<file path="config.mk">
export PLATFORM = sky130hd
export DESIGN_NAME = ex_branch_stage
export DESIGN_NICKNAME = d
export VERILOG_FILES = /design/src/rtl/ex_branch_stage.sv
export SDC_FILE = /design/constraint.sdc
export NUM_CORES = 1
export LEC_CHECK = 0
export CAP_MARGIN = 20
export CORE_ASPECT_RATIO = 0.9
export CORE_MARGIN = 2
export CORE_UTILIZATION = 40
export CTS_BUF_LIST = sky130_fd_sc_hd__clkbuf_16
export DETAILED_ROUTE_END_ITERATION = 8
export PLACE_DENSITY = 0.65
export SLEW_MARGIN = 40
export SYNTH_ARGS = -nofsm -noshare
export SYNTH_HDL_FRONTEND = slang
export SYNTH_SLANG_ARGS = --single-unit
</file>
<file path="constraint.sdc">
create_clock -name clk -period 4 [get_ports clk]
set_clock_uncertainty 0.1 [all_clocks]
set_input_delay 0.4 -clock clk [delete_from_list [all_inputs] [get_ports clk]]
set_output_delay 0.4 -clock clk [all_outputs]
set_load 0.03 [all_outputs]
</file>
<file path="src/rtl/ex_branch_stage.sv">
// Branch-resolve stage after the ALU: evaluates RISC-V branch conditions from the ALU flags,
// computes pc+imm, and forwards each beat through a 2-entry skid buffer so in_ready stays registered.
module ex_branch_stage #(
  parameter int XLEN       = 32,
  parameter int REG_ADDR_W = 5
) (
  input  logic                  clk,
  input  logic                  rst_n,
  input  logic                  flush,
  input  logic                  in_valid,
  output logic                  in_ready,
  input  logic [XLEN-1:0]       in_res,
  input  logic [3:0]            in_flags,
  input  logic                  in_is_branch,
  input  logic [2:0]            in_funct3,
  input  logic [XLEN-1:0]       in_pc,
  input  logic [XLEN-1:0]       in_imm,
  input  logic [REG_ADDR_W-1:0] in_rd,
  output logic                  out_valid,
  input  logic                  out_ready,
  output logic [XLEN-1:0]       out_res,
  output logic [REG_ADDR_W-1:0] out_rd,
  output logic                  out_taken,
  output logic [XLEN-1:0]       out_target,
  output logic                  out_misalign
);

  typedef struct packed {
    logic [XLEN-1:0]       res;
    logic [REG_ADDR_W-1:0] rd;
    logic                  taken;
    logic [XLEN-1:0]       target;
    logic                  misalign;
  } beat_t;

  beat_t in_beat, main_q, skid_q;
  logic  main_vld, skid_vld;
  logic  cond, eq, lt, ltu;
  logic  accept, deliver;

  // flags: [0]=V [1]=C [2]=Z [3]=N
  assign eq  = in_flags[2];
  assign lt  = in_flags[3] ^ in_flags[0];
  assign ltu = ~in_flags[1];

  always_comb begin
    cond = 1'b0;
    case (in_funct3)
      3'b000:  cond = eq;
      3'b001:  cond = ~eq;
      3'b100:  cond = lt;
      3'b101:  cond = ~lt;
      3'b110:  cond = ltu;
      3'b111:  cond = ~ltu;
      default: cond = 1'b0;
    endcase
  end

  always_comb begin
    in_beat          = '0;
    in_beat.res      = in_res;
    in_beat.rd       = in_rd;
    in_beat.taken    = in_is_branch & cond;
    in_beat.target   = in_pc + in_imm;
    in_beat.misalign = in_beat.taken & (in_beat.target[1:0] != 2'b00);
  end

  assign in_ready = ~skid_vld;
  assign accept   = in_valid & ~skid_vld;
  assign deliver  = main_vld & out_ready;

  // Main never sits empty while skid is full, so skid only refills main on delivery.
  always_ff @(posedge clk or negedge rst_n) begin
    if (!rst_n) begin
      main_vld <= 1'b0;
      skid_vld <= 1'b0;
      main_q   <= '0;
      skid_q   <= '0;
    end else if (flush) begin
      main_vld <= 1'b0;
      skid_vld <= 1'b0;
    end else if (!main_vld || deliver) begin
      if (skid_vld) begin
        main_q   <= skid_q;
        main_vld <= 1'b1;
        skid_vld <= 1'b0;
      end else if (accept) begin
        main_q   <= in_beat;
        main_vld <= 1'b1;
      end else begin
        main_vld <= 1'b0;
      end
    end else if (accept) begin
      skid_q   <= in_beat;
      skid_vld <= 1'b1;
    end
  end

  assign out_valid    = main_vld;
  assign out_res      = main_q.res;
  assign out_rd       = main_q.rd;
  assign out_taken    = main_q.taken;
  assign out_target   = main_q.target;
  assign out_misalign = main_q.misalign;

endmodule
</file>
After elaboration in Yosys (flattened, before gate mapping)
Cells that the tools add are included.
{ "op_classes": {"n_lt_le_gt_ge": 0, "reduce_logical": 9, "bitwise": 11, "multipliers": 0, "add_sub_neg": 1, "div_mod_pow": 0, "eq_ne": 5, "n_mux": 10, "shift": 0} }
{ "ops": {"columns": ["op", "count"], "rows": [
  ["71-bit two-way mux", 2],
  ["32-bit adder", 1],
  ["3-bit equality test (second input constant)", 4],
  ["1-bit two-way mux", 7],
  ["1-bit inverter", 6],
  ["1-bit one-hot mux with 6 select lines", 1],
  ["3-bit AND reduction", 2],
  ["2-bit nonzero test", 3],
  ["1-bit AND", 4],
  ["3-bit by 1-bit equality test with 1-bit output (second input constant)", 1],
  ["3-bit logical NOT", 1],
  ["3-bit nonzero test", 1],
  ["1-bit logical NOT", 1],
  ["1-bit logical OR", 1],
  ["1-bit bitwise XOR", 1]
]} }
{ "totals": {"output_inout_bits": 73, "mem_bits_rw": 0, "memories": 0, "latchBits": 0, "register_bits": 144, "romBits": 0, "elab_cells": 48} }

Longest topological paths before layout
{ "depth": {"depth_word": 7, "depth_mapped": 11, "ltp_nobuf": 11} }

Worst setup path after synthesis
Ideal clock, no wire load.
{ "synth_timing": {"kind": "input to register", "start": "input in_pc[0]", "end": "register skid_q[29] (netlist name)", "setup_ps": 126, "t_arrival_ps": 2566, "cell_stages": 11, "required_ps": 3774, "path_slack_ps": 1208, "cell_sequence": "ha_1 fa_1 a21o_1 a21oi_1 o21a_1 or2_2 o221ai_1 o21a_1 a311oi_1 xor2_1 o21ai_0"} }
{ "synth_between": {"elab_chain_len": 1} }
{ "synth_rtl": {"columns": ["element", "line", "text"], "rows": [
  ["from (decl)", "16", "input logic [XLEN-1:0] in_pc,"],
  ["32-bit adder", "64", "in_beat.target = in_pc + in_imm;"],
  ["to (signal assigned)", "94", "skid_q <= in_beat;"],
  ["to (decl)", "36", "beat_t in_beat, main_q, skid_q;"]
]} }
Every way passes these cells.
A chain may end at the register's enable or synchronous reset.

Worst setup path after layout
Same ends and word-level chain as after synthesis.

==> reports/summary.txt <==
Status: complete, no violations
Crit path cell chain: clkdlybuf4s50_1 > ha_1 > fa_1 > a21o_1 > a21oi_1 > o21a_1 > or2_2 > o221ai_1 > o21a_1 > a311oi_1 > xor2_1 > o21ai_0
Pins Over Slew Limit: 0
Initial antenna violation count: 0
WP data arrival: 3380 ps
Clk_lat worst skew: 410 ps
Required @ worst endpoint: 4180 ps
Clock transition at path regs: 70 ps
Number of global-route vias before repair: 6,001
Number of max-cap violations: 0
Clock sinks: 144
Max_slew headroom: 50.9%
Post-synth EDFFs: 0
Endpoints failing setup: 0
Syn_nets: 906
Slew @ Worst Pin: 737 ps
DP Area: 9740 um2
Design area: 10,500 um2
DRT Wirelength: 18,900 um
CTS Hold Bufs: 1
Sw power: 1610 uW
Power Density: 511 nW/um2
Clock power share: 35.4%
Hold crit path type: register to register
CP max stage delay: 430 ps
Iteration-0 DRC Markers: 242
Resized cells post-CTS: 0
H-tree Lvls: 4
# diodes: 0
R2r startpoint: skid_vld
Top cell type's share of synthesized area: 47.0%
Detailed-route vias per instance: 5.11
Area growth syn-to-layout: 36.3%
GRT overflow: 0
Most used cell, CP: o21a_1
Post-synth ARST share: 100%
Post-synth cell types: 52
Global-route wire length before repair: 30,600 um
GPL Wtd Cong: 0.821
Fraction of power spent switching nets: 30.2%
Synth warn: 0
Crit path capture type: register
Mapped Cells: 760
Post-DP HPWL: 13,300 um
Ranking of synthesized cells by area: dfrtp_1 (47%), mux2_2 (7.0%), o21ai_0 (6.3%)
I/O pin count: 187
Final antenna-violating net count: 0
Number of synthesized register bits: 144
Main synth FF type: dfrtp_1
R2R setup slack: 1580 ps
Final hold vios: 0
Hold EP: out_res[29]
Peak Freq: 313 MHz
Final Util: 55.1%
Crit Path Max Fanout: 3
Drt pass-1 iters: 4
Worst vdd ir: 0.258 mV
Post-synthesis sequential area ratio: 47.0%
CP delay by family, top: compound AO/OA/AOI/OAI gates
Leakage: 0.00449 uW
Initial Util: 40.4%
CP max-delay cell: fa_1
Hold Startpoint: out_res[29]
Worst Reg-to-Reg Cells: 5
Routed WL per cell: 15.8 um
Setup repair bufs after CTS: 0
Crit Path Category: input port to register
Syn Area/Cell: 10.1 um2
Aggregate global-route resource usage: 19.2%
Post-route setup TNS: 0 ps
Startpoint types: input port
Die W: 150 um
Die area: 20,300 um2
Largest net degree at the start of global routing: 93
Die height: 135 um
RSZ-0062 raised after global routing: false
Part of the cycle the worst path needs: 79.9%
Leading area contributor after synthesis: dfrtp_1
Root Buffer: clkbuf_16
P_int: 3730 uW
FF-to-FF End: out_target[29]
Nets@finish: 1,076
Fin crit period: 3190 ps
# DRC: 0
Max clock buf depth: 2
Hold Crit Depth: 2
Vias after detailed routing: 6,092
Rows: 48
CTS tree: done
Mapped Area: 7670 um2
Combinational Power Share: 27.3%
CP Buf/Inv Count: 1
CTS buffer count: 17
Layout cells sized above 1: 11.7%
Reg power frac: 37.3%
Port-buffer cells: 186
Core area: 19,000 um2
==> Yosys cell counts, types with 5 or more instances <==
cell        n
clkbuf_1   29
xor2_1     13
and3_1      6
nor3_1      8
nand4_1     8
nor2b_1     8
buf_1       6
a31oi_1     8
xnor2_1    20
dfrtp_1   144
nand3_1    14
o21a_1     11
a21oi_1    52
nand2_1   104
o21ai_0    97
ha_1       31
inv_1       5
a21o_1     15
mux2i_1    45
nor2_1     30
mux2_2     48
o21bai_1    7
==> cells by family after synthesis <==
group | share of synthesized area (%)
simple gates | 11.7
mux | 12.9
flops | 47.0
compound gates | 15.9
xor+xnor | 3.77
fa+ha+maj | 5.32
buf+inv | 3.39
==> cells in the final DEF (no fill, tap or decap), types with 17 or more instances in the layout <==
cell type	count
clkbuf_16	17
clkdlybuf4s50_1	185
nand2_1	104
mux2_2	48
a21oi_1	52
mux2i_1	45
xnor2_1	20
dfrtp_1	143
o21ai_0	97
nor2_1	30
ha_1	31
==> worst max path at each step <==
stage,start,end,slack [ps],cells after the start
after floorplan,in_pc[0],skid_q[29],1210,11
after global placement,in_pc[0],out_target[28],410,12
after detailed placement,in_pc[0],skid_q[29],380,12
after CTS,in_pc[0],skid_q[29],810,12
after global routing,in_pc[0],out_target[26],610,12
final,in_pc[0],skid_q[29],810,12
==> power groups by stage <==
| stage | Clock (uW) | Combinational (uW) | Sequential [uW] |
|---|---|---|---|
| 3_5_place_dp | 0 | 1470 | 2010 |
| 5_1_grt | 2000 | 1590 | 2030 |
| 3_3_place_gp | 0 | 1440 | 2000 |
| 6_report | 1890 | 1460 | 1990 |
| 2_1_floorplan | 0 | 610 | 2250 |
| 4_1_cts | 1940 | 1470 | 1990 |
==> state kept, by name, indices dropped and copies added, names as in the netlist <==
| register | cells |
|---|---|
| out_misalign | 1 |
| out_res | 32 |
| skid_q | 71 |
| skid_vld | 1 |
| out_rd | 5 |
| out_valid | 1 |
| out_taken | 1 |
| out_target | 32 |
==> worst register-to-register path, cell delays in order (launching register included) <==
cell     delay, ps
dfrtp_4        810
nor2_1         210
or3_4          450
buf_12         210
or4_1          520
nand3_1         80
==> per-stage QoR <==
step / hold WS [ps] / power, uW / worst slack [ps] / std cells
floorplan: 4.41 / 2860 / 1210 / 760
global placement: 357 / 3440 / 409 / 1158
detailed placement: 369 / 3480 / 377 / 1160
CTS: 384 / 5410 / 810 / 1193
global route: 403 / 5620 / 613 / 1193
finish: 380 / 5340 / 805 / 1193
==> layout make-up <==
| type | count | area [um2] |
|---|---|---|
| clock buffer | 17 | 425 |
| clock inverter | 15 | 278 |
| fill | 1715 | 8520 |
| inverter | 5 | 18.8 |
| multi-input combinational | 566 | 3830 |
| sequential | 144 | 3610 |
| tap | 250 | 313 |
| timing repair buffer | 196 | 1980 |
==> per-layer routing <==
layer | vias up | routed length, um | track usage (%)
met1 | 2913 | 8940 | 26.2
met4 | 0 | 231 | 5.03
met2 | 128 | 8910 | 30.9
li1 | 3035 | - | -
met5 | - | 0 | 0
met3 | 16 | 774 | 4.28
No activity file was read; power rests on OpenSTA's default activity.
==> patch 1, RTL diff (config.mk and constraints unchanged) <==
Make the reset (`rst_n`) synchronous in one clocked block.
--- a/src/rtl/ex_branch_stage.sv
+++ b/src/rtl/ex_branch_stage.sv
@@ -70,7 +70,7 @@
   assign deliver  = main_vld & out_ready;
 
   // Main never sits empty while skid is full, so skid only refills main on delivery.
-  always_ff @(posedge clk or negedge rst_n) begin
+  always_ff @(posedge clk) begin
     if (!rst_n) begin
       main_vld <= 1'b0;
       skid_vld <= 1'b0;
Behaviour: differs if rst_n is asserted again (counterexample within 4 cycles, from zero or initial values and one cycle with rst_n low); with rst_n held inactive, the same outputs for 4 cycles.
==> patch 1 against the original RTL <==
  * Setup slack gained 0.14 ns
  * Wire length increased by 7.2%
  * Design area shrank 3.9%
  * Global-route usage rose by 1.1 points
  * Utilization is 0.50 points lower
  * Area after synthesis fell by 2.1%
  * Total power down 27%
  * Sequential cell count stayed put
  * Via count is 16% higher
  * Critical path type unchanged
==> patch 1: results (changes against the original RTL) <==
largest net degree at the start of global routing - 67 (-28%)
fill cell count - 1,725 (+0.58%)
share of cells above drive strength 1 - 0.0487 (-0.0679)
endpoints failing hold - 0 (unchanged)
nets - 1,221 (+13%)
Max Root-Sink Buffers - 2 (unchanged)
CTS Root Cell - clkbuf_16
Diodes inserted - 0 (unchanged)
first-pass GRT wire length - 32,800 um (+7.1%)
Routed WL - 20,200 um (+7.2%)
Pre-antenna DRT Iters - 5 (+1)
Hold Path Class - flop to flop
pre-CTS WS - 0.521 ns (+0.144 ns)
H-tree levels - 4 (unchanged)
synth top area cells - dfxtp_1 (38%), a21oi_1 (7.0%), nand2_1 (6.9%)
Ys Warns - 0 (unchanged)
sequential fraction of the synthesis area - 0.384 (-0.0857)
GRT Overall Usage - 0.203 (+0.0111)
IR drop worst, VDD - 0.000237 V (-8.4%)
most frequent cells after synthesis - dfxtp_1 (144), nand2_1 (138), a21oi_1 (105), nor2_1 (99), clkbuf_1 (57)
Mapped Cells - 934 (+23%)
Synth cell types - 58 (+12%)
post-route cell area - 10,000 um2 (-3.9%)
status - finished, final reports clean
number of global-route vias before repair - 6,441 (+7.3%)
Lkg Pwr - 3.66 nW (-18%)
PortBufs - 186 (unchanged)
net switching power - 1.17 mW (-28%)
detailed placement HPWL - 14,200 um (+7.3%)
Placed Area - 9490 um2 (-2.6%)
relative slew slack - 0.495 (-0.0139)
synthesized net count - 1,080 (+19%)
ys flop type - dfxtp_1
Synth async-reset ratio - 0 (-1.00)
Cell Count, Final, Fillers Out - 1,333 (+12%)
Worst Path Max Fanout - 3 (unchanged)
vias per cell - 5.28 (+3.4%)
Starting DRT DRC Count - 398 (+64%)
routability cong. - 0.883 (+7.6%)
WP data arrival - 3.25 ns (-0.13 ns)
patch 1: cell families (layout without fill, tap and decap cells):
family / after synthesis / in the layout / share of synthesized area
AOI/OAI and AO/OA: 304 / 304 / 0.261
adders and majority gates: 32 / 32 / 0.0543
and+or+nand+nor: 298 / 298 / 0.166
DFF: 144 / 144 / 0.384
buffers and inverters: 84 / 238 / 0.0435
muxes: 41 / 41 / 0.0547
xor gates and xnor gates: 31 / 31 / 0.0362
patch 1: final timing paths:
path / start / slack, ns / end / cells past startpoint
worst max-delay path: in_pc[0] / 0.95 / skid_q[29] / 11
worst min-delay path: skid_q[50] / 0.35 / skid_q[50] / 2
worst max register to register: skid_vld / 1.62 / out_target[30] / 5
worst min register to register: skid_q[50] / 0.35 / skid_q[50] / 2
patch 1: worst max-delay path: stages:
cell and delay [ns]:
clkdlybuf4s50_1 0.41, ha_1 0.24, fa_1 0.41, a21oi_1 0.29
o21ai_2 0.13, a22oi_1 0.22, a21oi_1 0.19, a41oi_1 0.46
nor4_1 0.08, a311oi_1 0.29, o21ai_0 0.12
patch 1: power groups by stage:
stage	clock [mW]	sequential (mW)	combinational, mW
floorplan	0	1.66	0.431
global placement	0	1.56	0.873
detailed placement	0	1.56	0.875
CTS	1.54	1.53	0.880
global route	1.60	1.54	0.959
finish	1.50	1.53	0.880
patch 1: cell type report:
| class | instances | share of cell area |
|---|---|---|
| Tap cell | 245 | 0.0305 |
| Clock inverter | 15 | 0.0133 |
| Sequential cell | 144 | 0.287 |
| Inverter | 10 | 0.00399 |
| Clock buffer | 17 | 0.0423 |
| Multi-Input combinational cell | 706 | 0.430 |
| Timing Repair Buffer | 196 | 0.193 |
patch 1: layer usage:
metal / up-vias / share of wire / wire [um] / track usage
met5: - / 0 / 0 / 0
met1: 3201 / 0.49 / 9880 / 0.294
met4: 0 / 0.0097 / 197 / 0.0439
met3: 16 / 0.065 / 1310 / 0.0497
li1: 3625 / - / - / -
met2: 197 / 0.44 / 8830 / 0.307
==> patch 2, RTL diff (same flow settings) <==
Made on the original files. `REG_ADDR_W`: 5 -> 3.
--- a/src/rtl/ex_branch_stage.sv
+++ b/src/rtl/ex_branch_stage.sv
@@ -2,7 +2,7 @@
 // computes pc+imm, and forwards each beat through a 2-entry skid buffer so in_ready stays registered.
 module ex_branch_stage #(
   parameter int XLEN       = 32,
-  parameter int REG_ADDR_W = 5
+  parameter int REG_ADDR_W = 3
 ) (
   input  logic                  clk,
   input  logic                  rst_n,
Ports: changed (resized in_rd and out_rd); port bits go from 187 to 183. No check against the original RTL was run, so the function may have changed too.
==> patch 2 against the original RTL <==
  * Sequential power down 3%
  * Setup slack better by 0.16 ns
  * Wire length shrank 2.9%
  * Sequential cell count decreased by 4
  * Critical endpoint is now out_target[28]
  * Critical path depth is 1 lower
  * Die area decreased by 2.1%
  * Design area down 2.2%
  * Area after synthesis down 2.2%
  * Largest power group unchanged
  * Critical path type unchanged
  * Total power down 7.6%
  * Hold slack worse by 0.054 ns
==> patch 2: results (changes against the original RTL) <==
nonclk inv count - 8 (+3)
post-synthesis mux area share - 0.124 (-0.00543)
PortBufs - 182 (-2.2%)
routed wl met3 - 925 um (+20%)
nets - 1,078 (+0.19%)
reg2reg end - out_target[21]
clk_lat worst skew - 0.41 ns (about the same)
final hold slack - 0.326 ns (-0.0537 ns)
crit path to - out_target[28]
Sequential cell area - 3510 um2 (-2.8%)
number of global-route vias before repair - 5,884 (-1.9%)
Starting DRT DRC Count - 311 (+29%)
routability cong. - 0.835 (+1.8%)
WP data arrival - 3.23 ns (-0.15 ns)
clock slew at reported path FFs - 0.05 ns (-0.02 ns)
Worst Setup SP - in_pc[0]
detailed placement HPWL - 13,200 um (-0.60%)
Lkg Pwr - 4.42 nW (-1.5%)
sequential fraction of the synthesis area - 0.467 (-0.00277)
multi-input gates - 572 (+1.1%)
pre-CTS WS - 0.513 ns (+0.136 ns)
share of cells above drive strength 1 - 0.109 (-0.00788)
Cell Count, Final, Fillers Out - 1,192 (-0.084%)
met1 GRT Util - 0.280 (+0.0172)
vias per cell - 5.13 (+0.53%)
Inserted Clock Buffers - 17 (unchanged)
FF-to-FF path depth - 6 (+1)
Non-clock buffer share - 0.196 (+0.00652)
FFs & Latches - 140 (-2.8%)
Worst R2R Setup Slack - 1.91 ns (+0.33 ns)
Compound-Gate Fraction of Synth Area - 0.172 (+0.0131)
Routed WL - 18,300 um (-2.9%)
Metal-1 WL - 9000 um (+0.64%)
largest net degree at the start of global routing - 101 (+8.6%)
Post-Synth Adder-Cell Area - 0.0544 (+0.00120)
count leader, synth - dfrtp_1
DR WL met2 - 8120 um (-8.9%)
max reg flops - 69 (-2.8%)
synth top area cells - dfrtp_1 (47%), mux2_2 (6.9%), o21ai_0 (6.4%)
fill cell count - 1,720 (+0.29%)
status - finished, final reports clean
xor-xnor portion of the synthesized cell area - 0.0385 (+0.000848)
Synth cell types - 47 (-9.6%)
GRT Overall Usage - 0.191 (-0.000617)
Tightest Pin Transition - 0.796 ns (+0.0587 ns)
GR met2 Demand/Resource - 0.293 (-0.0168)
placed insts - 1,158 (-0.17%)
setup slack after layout - 0.961 ns (+0.156 ns)
Pre-antenna DRT Iters - 5 (+1)
syn_area_per_cell - 9.74 um2 (-3.5%)
clock network area share - 0.0568 (-0.0105)
M3 GR Usage - 0.0279 (-0.0149)
Layout area overhead - 36.2% (about the same)
synthesized net count - 914 (+0.88%)
Hold Path Class - primary input to asynchronous set/reset pin
most frequent cells after synthesis - dfrtp_1 (140), nand2_1 (112), o21ai_0 (96), a21oi_1 (61), mux2_2 (46)
footprint of the multi-input gates - 3790 um2 (-0.98%)
first-pass GRT wire length - 30,400 um (-0.94%)
## patch 2: cell count changes in the layout (fill, tap and decap cells not counted), moves of 5 or more
cell      unedited run  this run
o21a_1              11         5
o21ai_1              2         7
nand2_1            104       112
and3_1               6        14
clkinv_2             1         7
a21oi_1             52        61
## patch 2: worst max-delay path, cell delays in order
cell	delay, ns
clkdlybuf4s50_1	0.41
ha_1	0.23
fa_1	0.40
a21o_1	0.24
a311oi_2	0.34
or2_2	0.19
o311ai_2	0.12
a311o_1	0.34
a221oi_2	0.27
xor2_1	0.21
o21ai_1	0.07
## patch 2: worst min-delay path by stage
stage,start,to,cells past startpoint
floorplan,rst_n,out_misalign,0
global placement,skid_q[24],skid_q[24],2
detailed placement,skid_q[30],skid_q[30],2
CTS,skid_q[30],skid_q[30],2
global route,rst_n,out_res[5],2
finish,rst_n,out_res[5],2
## patch 2: where the power goes
part | internal [mW] | switching (mW) | leakage (nW)
clock network | 0.965 | 0.575 | 0.283
logic | 0.676 | 0.792 | 2.41
registers | 1.75 | 0.173 | 1.73
